`src/rtl/digit_renderer.sv`:
```
// digit_renderer: converts a binary value to decimal digits (shift-and-add-3)
// and renders them as 6x10 glyph pixels through a 2-stage lookup pipeline.
// Optional feature: define LEADING_ZERO_BLANK_EN to blank leading zero digits
// (value 0 then shows a single "0" in the least significant position).
module digit_renderer #(
    parameter int NUM_DIGITS = 4,
    parameter int VALUE_W    = 14,
    localparam int COL_W     = $clog2(6 * NUM_DIGITS)
) (
    input  logic               clk,
    input  logic               rst_n,
    input  logic               load,
    input  logic [VALUE_W-1:0] value,
    output logic               busy,
    output logic               overflow,
    input  logic               en,
    input  logic [3:0]         row,
    input  logic [COL_W-1:0]   col,
    output logic               pixel,
    output logic               pixel_valid
);

    localparam int          BCD_W   = 4 * NUM_DIGITS;
    localparam int          CNT_W   = $clog2(VALUE_W + 1);
    localparam logic [31:0] MAX_VAL = 32'(10 ** NUM_DIGITS - 1);

    typedef enum logic [1:0] {
        IDLE   = 2'd0,
        SHIFT  = 2'd1,
        COMMIT = 2'd2
    } state_t;

    // ------------------------------------------------------------------
    // Conversion state
    // ------------------------------------------------------------------
    state_t               state_q, state_d;
    logic [CNT_W-1:0]     cnt_q, cnt_d;
    logic [VALUE_W-1:0]   sh_q, sh_d;
    logic [BCD_W-1:0]     bcd_q, bcd_d;
    logic                 ovf_pend_q, ovf_pend_d;
    logic [BCD_W-1:0]     digits_q, digits_d;
    logic                 overflow_q, overflow_d;
    logic                 busy_q, busy_d;

    logic [BCD_W-1:0]     bcd_adj;
    logic [BCD_W-1:0]     all_nines;

    // Per-nibble add-3 correction and the saturated display pattern.
    genvar gi;
    generate
        for (gi = 0; gi < NUM_DIGITS; gi++) begin : g_nibble
            assign bcd_adj[gi*4 +: 4]   = (bcd_q[gi*4 +: 4] >= 4'd5) ?
                                          (bcd_q[gi*4 +: 4] + 4'd3) : bcd_q[gi*4 +: 4];
            assign all_nines[gi*4 +: 4] = 4'd9;
        end
    endgenerate

    // Next-state logic of the conversion FSM; display digits only move in COMMIT.
    always_comb begin
        state_d    = state_q;
        cnt_d      = cnt_q;
        sh_d       = sh_q;
        bcd_d      = bcd_q;
        ovf_pend_d = ovf_pend_q;
        digits_d   = digits_q;
        overflow_d = overflow_q;
        busy_d     = busy_q;
        unique case (state_q)
            IDLE: begin
                if (load) begin
                    sh_d       = value;
                    bcd_d      = '0;
                    cnt_d      = '0;
                    ovf_pend_d = (32'(value) > MAX_VAL);
                    busy_d     = 1'b1;
                    state_d    = SHIFT;
                end
            end
            SHIFT: begin
                bcd_d = {bcd_adj[BCD_W-2:0], sh_q[VALUE_W-1]};
                sh_d  = {sh_q[VALUE_W-2:0], 1'b0};
                cnt_d = cnt_q + 1'b1;
                if (cnt_q == CNT_W'(VALUE_W - 1)) begin
                    state_d = COMMIT;
                end
            end
            COMMIT: begin
                digits_d   = ovf_pend_q ? all_nines : bcd_q;
                overflow_d = ovf_pend_q;
                busy_d     = 1'b0;
                state_d    = IDLE;
            end
            default: begin
                state_d = IDLE;
                busy_d  = 1'b0;
            end
        endcase
    end

    // Conversion FSM registers; reset aborts any conversion in flight.
    always_ff @(posedge clk or negedge rst_n) begin
        if (!rst_n) begin
            state_q    <= IDLE;
            cnt_q      <= '0;
            sh_q       <= '0;
            bcd_q      <= '0;
            ovf_pend_q <= 1'b0;
            digits_q   <= '0;
            overflow_q <= 1'b0;
            busy_q     <= 1'b0;
        end else begin
            state_q    <= state_d;
            cnt_q      <= cnt_d;
            sh_q       <= sh_d;
            bcd_q      <= bcd_d;
            ovf_pend_q <= ovf_pend_d;
            digits_q   <= digits_d;
            overflow_q <= overflow_d;
            busy_q     <= busy_d;
        end
    end

    assign busy     = busy_q;
    assign overflow = overflow_q;

    // ------------------------------------------------------------------
    // Glyph font: 10 rows of 6 bits per digit, row 0 in the top bits,
    // bit 5 of each row is the leftmost glyph column.
    // ------------------------------------------------------------------
    function automatic logic [5:0] font_row(input logic [3:0] d, input logic [3:0] r);
        logic [59:0] g;
        int          idx;
        unique case (d)
            4'd0: g = {6'b111111, 6'b110011, 6'b110011, 6'b110111, 6'b111011,
                       6'b110011, 6'b110011, 6'b110011, 6'b110011, 6'b111111};
            4'd1: g = {6'b111100, 6'b001100, 6'b001100, 6'b001100, 6'b001100,
                       6'b001100, 6'b001100, 6'b001100, 6'b001100, 6'b111111};
            4'd2: g = {6'b111111, 6'b000011, 6'b000011, 6'b000011, 6'b111111,
                       6'b110000, 6'b110000, 6'b110000, 6'b110000, 6'b111111};
            4'd3: g = {6'b111111, 6'b000011, 6'b000011, 6'b000011, 6'b011111,
                       6'b000011, 6'b000011, 6'b000011, 6'b000011, 6'b111111};
            4'd4: g = {6'b110011, 6'b110011, 6'b110011, 6'b110011, 6'b111111,
                       6'b000011, 6'b000011, 6'b000011, 6'b000011, 6'b000011};
            4'd5: g = {6'b111111, 6'b110000, 6'b110000, 6'b110000, 6'b111111,
                       6'b000011, 6'b000011, 6'b000011, 6'b000011, 6'b111111};
            4'd6: g = {6'b111111, 6'b110000, 6'b110000, 6'b110000, 6'b111111,
                       6'b110011, 6'b110011, 6'b110011, 6'b110011, 6'b111111};
            4'd7: g = {6'b111111, 6'b000011, 6'b000011, 6'b000110, 6'b001100,
                       6'b001100, 6'b001100, 6'b001100, 6'b001100, 6'b001100};
            4'd8: g = {6'b111111, 6'b110011, 6'b110011, 6'b110011, 6'b111111,
                       6'b110011, 6'b110011, 6'b110011, 6'b110011, 6'b111111};
            4'd9: g = {6'b111111, 6'b110011, 6'b110011, 6'b110011, 6'b111111,
                       6'b000011, 6'b000011, 6'b000011, 6'b000011, 6'b111111};
            default: g = '0;
        endcase
        if (r <= 4'd9) begin
            idx      = (9 - int'(r)) * 6;
            font_row = g[idx +: 6];
        end else begin
            font_row = 6'b000000;
        end
    endfunction

    // ------------------------------------------------------------------
    // Pixel pipeline
    // ------------------------------------------------------------------
    logic             s1_valid_q, s1_valid_d;
    logic             s1_inrange_q, s1_inrange_d;
    logic [3:0]       s1_row_q, s1_row_d;
    logic [COL_W-1:0] s1_dig_q, s1_dig_d;
    logic [2:0]       s1_gcol_q, s1_gcol_d;
    logic             pixel_q, pixel_d;
    logic             pixel_valid_q, pixel_valid_d;

    logic [3:0]       sel_digit;
    logic [5:0]       glyph_bits;
    logic             glyph_bit;

    // Stage 1: split the column into digit index and glyph column.
    always_comb begin
        s1_valid_d   = en;
        s1_row_d     = row;
        s1_dig_d     = col / COL_W'(6);
        s1_gcol_d    = 3'(col % COL_W'(6));
        s1_inrange_d = (32'(col) < 32'(6 * NUM_DIGITS));
    end

    // Stage 2 select: pick the addressed display digit (index 0 = most significant).
    always_comb begin
        sel_digit = 4'd0;
        for (int i = 0; i < NUM_DIGITS; i++) begin
            if (s1_dig_q == COL_W'(i)) begin
                sel_digit = digits_q[(NUM_DIGITS-1-i)*4 +: 4];
            end
        end
    end

    assign glyph_bits = font_row(sel_digit, s1_row_q);
    assign glyph_bit  = glyph_bits[3'd5 - s1_gcol_q];

`ifdef LEADING_ZERO_BLANK_EN
    logic sel_blank;

    // A digit is blank while no nonzero digit has been seen above it; the last digit always shows.
    always_comb begin
        logic seen_nz;
        seen_nz   = 1'b0;
        sel_blank = 1'b0;
        for (int i = 0; i < NUM_DIGITS; i++) begin
            if (digits_q[(NUM_DIGITS-1-i)*4 +: 4] != 4'd0) begin
                seen_nz = 1'b1;
            end
            if ((s1_dig_q == COL_W'(i)) && !seen_nz && (i != NUM_DIGITS - 1)) begin
                sel_blank = 1'b1;
            end
        end
    end

    // Stage 2 result with leading-zero blanking.
    always_comb begin
        pixel_valid_d = s1_valid_q;
        pixel_d       = s1_valid_q && s1_inrange_q && glyph_bit && !sel_blank;
    end
`else
    // Stage 2 result: out-of-range rows give an all-zero font row.
    always_comb begin
        pixel_valid_d = s1_valid_q;
        pixel_d       = s1_valid_q && s1_inrange_q && glyph_bit;
    end
`endif

    // Pipeline registers for both stages.
    always_ff @(posedge clk or negedge rst_n) begin
        if (!rst_n) begin
            s1_valid_q    <= 1'b0;
            s1_inrange_q  <= 1'b0;
            s1_row_q      <= '0;
            s1_dig_q      <= '0;
            s1_gcol_q     <= '0;
            pixel_q       <= 1'b0;
            pixel_valid_q <= 1'b0;
        end else begin
            s1_valid_q    <= s1_valid_d;
            s1_inrange_q  <= s1_inrange_d;
            s1_row_q      <= s1_row_d;
            s1_dig_q      <= s1_dig_d;
            s1_gcol_q     <= s1_gcol_d;
            pixel_q       <= pixel_d;
            pixel_valid_q <= pixel_valid_d;
        end
    end

    assign pixel       = pixel_q;
    assign pixel_valid = pixel_valid_q;

endmodule

```
`config.mk`:
```
export PLATFORM = sky130hd
export DESIGN_NAME = digit_renderer
export DESIGN_NICKNAME = d
export VERILOG_FILES = /design/src/rtl/digit_renderer.sv
export SDC_FILE = /design/constraint.sdc
export NUM_CORES = 1
export LEC_CHECK = 0
export CAP_MARGIN = 5
export CORE_AREA = 4 4 117 119
export CTS_CLUSTER_SIZE = 30
export DETAILED_ROUTE_END_ITERATION = 10
export DIE_AREA = 0 0 121 123
export PLACE_DENSITY = 0.68
export SLEW_MARGIN = 20
export SYNTH_ARGS = -nofsm -noshare
export SYNTH_HDL_FRONTEND = slang
export SYNTH_SLANG_ARGS = --single-unit
```
`constraint.sdc`:
```
create_clock -name clk -period 6 [get_ports clk]
set_input_delay 1.2 -clock clk [delete_from_list [all_inputs] [get_ports clk]]
set_output_delay 1.2 -clock clk [all_outputs]
set_load 0.005 [all_outputs]
```
# After elaboration in Yosys (flattened, before gate mapping)
# Memories as Yosys holds them, arrays and structs flattened.
# Index checks and enable logic that the tools add are counted.
# op_classes
add_sub_neg,7
mul,1
div_mod_pow,2
magnitude_cmp,8
n_eq_ne,8
n_shift,1
mux,23
bitwise_logic,1
n_reduce_logical,9
# op_table
op,count
indexed part select 60 x 9 -> 6 bit,1
two-way mux 16 bit,2
two-way mux 4 bit,8
one-hot mux 16 bit (2 select lines),1
one-hot mux 14 bit (2 select lines),1
">= comparator 4 x 3 -> 1 bit, second input constant",4
"> comparator 14 bit, second input constant",1
two-way mux 14 bit,1
"adder 4 x 2 -> 4 bit, second input constant",3
"equality test 5 x 2 -> 1 bit, second input constant",2
"multiplier 5 x 3 -> 8 bit, second input constant",1
one-hot mux 4 bit (2 select lines),1
AND reduction 2 bit,4
two-way mux 6 bit,1
"divider 5 x 3 -> 5 bit, second input constant",1
"equality test 5 x 1 -> 1 bit, second input constant",1
zero test 5 bit,1
"less-than comparator 5 bit, second input constant",1
"remainder unit 5 x 3 -> 5 bit, second input constant",1
"subtractor 4 x 4 -> 5 bit, first input constant",1
"adder 4 x 1 -> 4 bit, second input constant",1
"equality test 4 bit, second input constant",1
"less-or-equal comparator 4 bit, second input constant",1
"less-than comparator 3 x 4 -> 1 bit, second input constant",1
other kinds (15),19
# word_totals
regBits,71
mem_bits_ro,960
in_bits,27
output_inout_bits,4
memories,1
# memory_table
name,words,width,read_ports,rd_ports_with_merged_regs,wr,line,rtl
(name not given),16,60,1,0,0,133,unique case (d)

# Longest topological paths before layout
# An unclocked memory read counts as a cell.
# depth
word_depth,11
mapped_depth,15
depth_no_buf,15

# Worst setup path after synthesis
# No wires, ideal clock.
# synth_path
path_kind,reg2reg
startpoint,reg s1_row_q[1]
endpoint,reg pixel_q (netlist: pixel)
arrival_time_ps,3318
t_required_ps,5920
slack_ps,2602
stages_incl_launch_ff,16
cell_sequence,dfrtp_1 > inv_1 > ha_1 > inv_1 > ha_1 > xor2_1 > fa_1 > nor2b_1 > o21bai_1 > a21oi_1 > and3_1 > a31oi_1 > and3_1 > o41ai_1 > o211ai_1 > o211ai_2
# synth_via
elab_chain_len,7
# synth_rtl
item,line,rtl
from (decl),169,"logic [3:0] s1_row_q, s1_row_d;"
from (signal assigned),245,s1_row_q <= s1_row_d;
subtractor 4 x 4 -> 5 bit,157,idx = (9 - int'(r)) * 6;
multiplier 5 x 3 -> 8 bit,157,
indexed part select 60 x 9 -> 6 bit,158,font_row = g[idx +: 6];
two-way mux 6 bit *,156,if (r <= 4'd9) begin
binary-select mux 1 bit (select 3 bit) *,199,assign glyph_bit = glyph_bits[3'd5 - s1_gcol_q];
two-way mux 1 bit (implied by the code) *,199,
logical AND 1 bit *,228,pixel_d = s1_valid_q && s1_inrange_q && glyph_bit;
named net pixel_d,172,"logic pixel_q, pixel_d;"
to (signal assigned),248,pixel_q <= pixel_d;
to (decl),172,
# The timed path passes the listed nets; every way through them passes the cells marked *. The select of a mux whose other input is x is not followed.
# A chain may end at the register's enable or synchronous reset.

# Worst setup path in the final report
# layout_path
startpoint,reg s1_row_q[0]
endpoint,reg pixel_q (netlist: pixel)
# Same word-level chain as after synthesis.

==> key figures <==
Status
  • Status: finished, final reports clean

Setup path
  • CP Depth: 9
  • Worst Path Required: slightly above 6000 ps
  • CP arrival: between 4000 and 5000 ps
  • CP top delay family: buffers and inverters
  • Critical path fanouts, max: 28
  • Slowest CP cell: dfrtp_1
  • CP Capture Type: flop
  • Reg2reg path depth: 9
  • Worst setup SP type: flop
  • Critical path, cell by cell: clkinv_1 -> ha_1 -> clkinv_1 -> nor4_1 -> nand2_1 -> o2111a_1 -> a211o_1 -> o2111ai_2 -> o211ai_2
  • Most used cell along the critical path: clkinv_1
  • Crit path buffers/inverters: 2
  • CP max stage delay: 900 ps
  • Critical path class: flop to flop

Yosys
  • Most used DFF post-synth: dfrtp_1
  • Net count after synthesis: approximately 640
  • Post-synthesis area per instance: between 8 and 9 um2
  • Top-count cell post-synth: dfrtp_1
  • Synthesized flop and latch total: 69
  • Area contributors post-synth: dfrtp_1 (35%), ha_1 (6.8%), o21ai_0 (5.9%)
  • Cell taking the most area after synthesis: dfrtp_1
  • Post-synth top cells: dfrtp_1 (69), nand2_1 (65), o21ai_0 (58)
  • Post-synthesis sequential area ratio: 0.3490
  • Syn Inst Count: 580
  • Yosys top cell area share: 0.3490
  • Number of synthesized flops with an enable pin: 0
  • Asr flop ratio synth: 1.000
  • Yosys warnings: 0
  • Mapped Area: between 0.004 and 0.005 mm2
  • Synth cell types: ~70

Global routing
  • Gr usage total: 0.1763
  • Largest net degree at the start of global routing: 70
  • Vias in the first global route: around 4200
  • GRT overflow: 0
  • Initial antenna violation count: 0
  • First-pass GRT wire length: 21170 um

Detailed routing
  • Via count: about 4400
  • # DRC: 0
  • TritonRoute pass-1 iters: 6
  • Avg Vias per Cell: 5.734
  • Remaining antenna violation count: 0
  • DR iter-0 viols: between 300 and 400
  • Post-Route WL: ~13000 um
  • Wire length per cell: between 15 and 20 um

Floorplan
  • Die ar.: about 0.015 mm2
  • Die Height: approximately 120 um
  • Ports: 31
  • Initial Util: 0.3936
  • Die W: around 120 um
  • Core area: about 0.013 mm2
  • Cell Rows: 41

Finish
  • Nets: approximately 650
  • Fillcell total: 1234
  • Multi-input logic area: between 0.002 and 0.003 mm2
  • Area grow syn2layout: 13.91%
  • Share of layout cells above drive strength 1: 0.07227
  • Antenna cells: 0
  • FF/Latch Area: around 0.0017 mm2

Placed design
  • Hpwl dp: 8970 um
  • Placer Congestion: roughly 0.95
  • I/O Buffers: 30

STA
  • Final setup viols: 0
  • Worst-Margin Slew: between 1000 and 1500 ps
  • Clock skew: 6.546 ps
  • Post-layout min period: 4488 ps
  • Final hold violation count: 0
  • Final Max Tran Viols: 0
  • Setup TNS: 0 ps
  • Fmax achieved: approximately 0.22 GHz
  • RSZ-0062 raised after global routing: no
  • Fin crit share: 0.7481
  • Slew HR: 0.2920

Power
  • Clk pwr share: 0.225
  • Total power: 2.356 mW
  • Power density over the cells: 418.1 mW/mm2
  • Combinational power share: 0.444
  • P_int: approximately 1.4 mW
  • Sw Ratio: 0.4188
  • Leakage: roughly 2.3 nW
  • Max rail drop VDD: roughly 0.28 mV
  • Net Sw Power: just under 1 mW
  • Power share of the sequential group: 0.331

Clocking
  • Clk_lat worst skew: approximately 330 ps
  • Post-CTS sizing: 0
  • CTS clock-pin slew for the worst setup and hold paths: 60 ps
  • TritonCTS clock tree: built
  • CTS buffer count: 9
  • Clock sink total: between 60 and 70
  • Clock Tree Buf Depth: 2
  • CTS HTree Levels: 3
  • CTS root buffer: clkbuf_16
  • Post-CTS Setup Bufs: 0
  • Hold Buf Count CTS: 0

Min path
  • Hold WC Path Type: flop to flop
  • Hold path cells: 0

Job
  • Max-cap check violation count: 0
## flip-flops by register name, indices dropped and copies added, names as in the netlist
name	count
pixel	1
ovf_pend_q	1
busy	1
digits_q	16
bcd_q	16
s1_row_q	4
state_q	2
s1_dig_q	3
sh_q	14
cnt_q	4
pixel_valid	1
pixel_valid_d	1
s1_gcol_q	3
s1_inrange_q	1
overflow	1
## logic make-up after synthesis
family                     count (synthesis)  synth area share
and+or+nand+nor                          203            0.2003
muxes                                     20           0.05134
DFF                                       69            0.3490
AOI/OAI and AO/OA                        184            0.2486
xor gates and xnor gates                  16           0.02833
adders and majority gates                 28           0.07233
buffers and inverters                     60           0.05008
## cells in the final DEF (no fill, tap or decap), types with 4 or more instances in the layout
cell type and instances:
o31ai_1 11, nand4_1 8, nand3_1 22, mux2_2 5, inv_1 23, o2111ai_1 4, xnor2_1 8, clkdlybuf4s50_1 29
xor2_1 8, clkbuf_16 9, nor4_1 5, a22oi_1 16, nor3_1 15, buf_4 4, o21ai_0 58, ha_1 27
mux2i_1 10, nor2b_1 21, nor2_1 36, o211ai_1 5, nand2b_1 13, a21oi_1 41, a31oi_1 6, nand2_1 65
dfrtp_1 69
## worst paths after layout
path	from	endpoint	slack, ps
max	s1_row_q[0]	pixel	1510
min	pixel_valid_d	pixel_valid	380
max reg2reg	s1_row_q[0]	pixel	1510
min reg2reg	pixel_valid_d	pixel_valid	380
max in group asynchronous	rst_n	s1_row_q[2]	4370
min in group asynchronous	rst_n	busy	1070
## power groups by stage
stage          sequential, mW  clock [mW]  combinational, mW
6_report                0.781       0.529               1.05
5_1_grt                 0.810       0.562               1.17
3_3_place_gp            0.777           0               1.01
2_1_floorplan           0.717           0              0.815
4_1_cts                 0.781       0.542               1.05
3_5_place_dp            0.788           0               1.04
## stage by stage
step	util	area (um2)	setup WS (ps)	instances	hold slack, ps
after floorplan	-	4947	2602	580	354.4
after global placement	0.4247	5338	1707	752	367.3
after detailed placement	0.4247	5338	1625	752	370.4
after CTS	0.4484	5635	1621	767	383.5
after global routing	0.4484	5635	1195	767	390.5
final	0.4484	5635	1512	767	382.8
## layer usage
metal / vias up / track usage / part of all wire / routed length, um
met4: 0 / 0.07082 / 0.027 / 336
met3: 29 / 0.02973 / 0.041 / 517
li1: 2139 / - / - / -
met5: - / 0 / 0 / 0
met1: 2110 / 0.2283 / 0.44 / 5612
met2: 120 / 0.2945 / 0.49 / 6153
## layout make-up
class,instances,share of cell area
repair buffers,34,0.05773
clock inverters,5,0.01044
flip-flops and latches,69,0.3064
inverters,26,0.01732
well taps,172,0.03819
multi-input cells,451,0.5275
clock buffers,10,0.04241
Note: power is estimated with default switching activity, not from simulation.
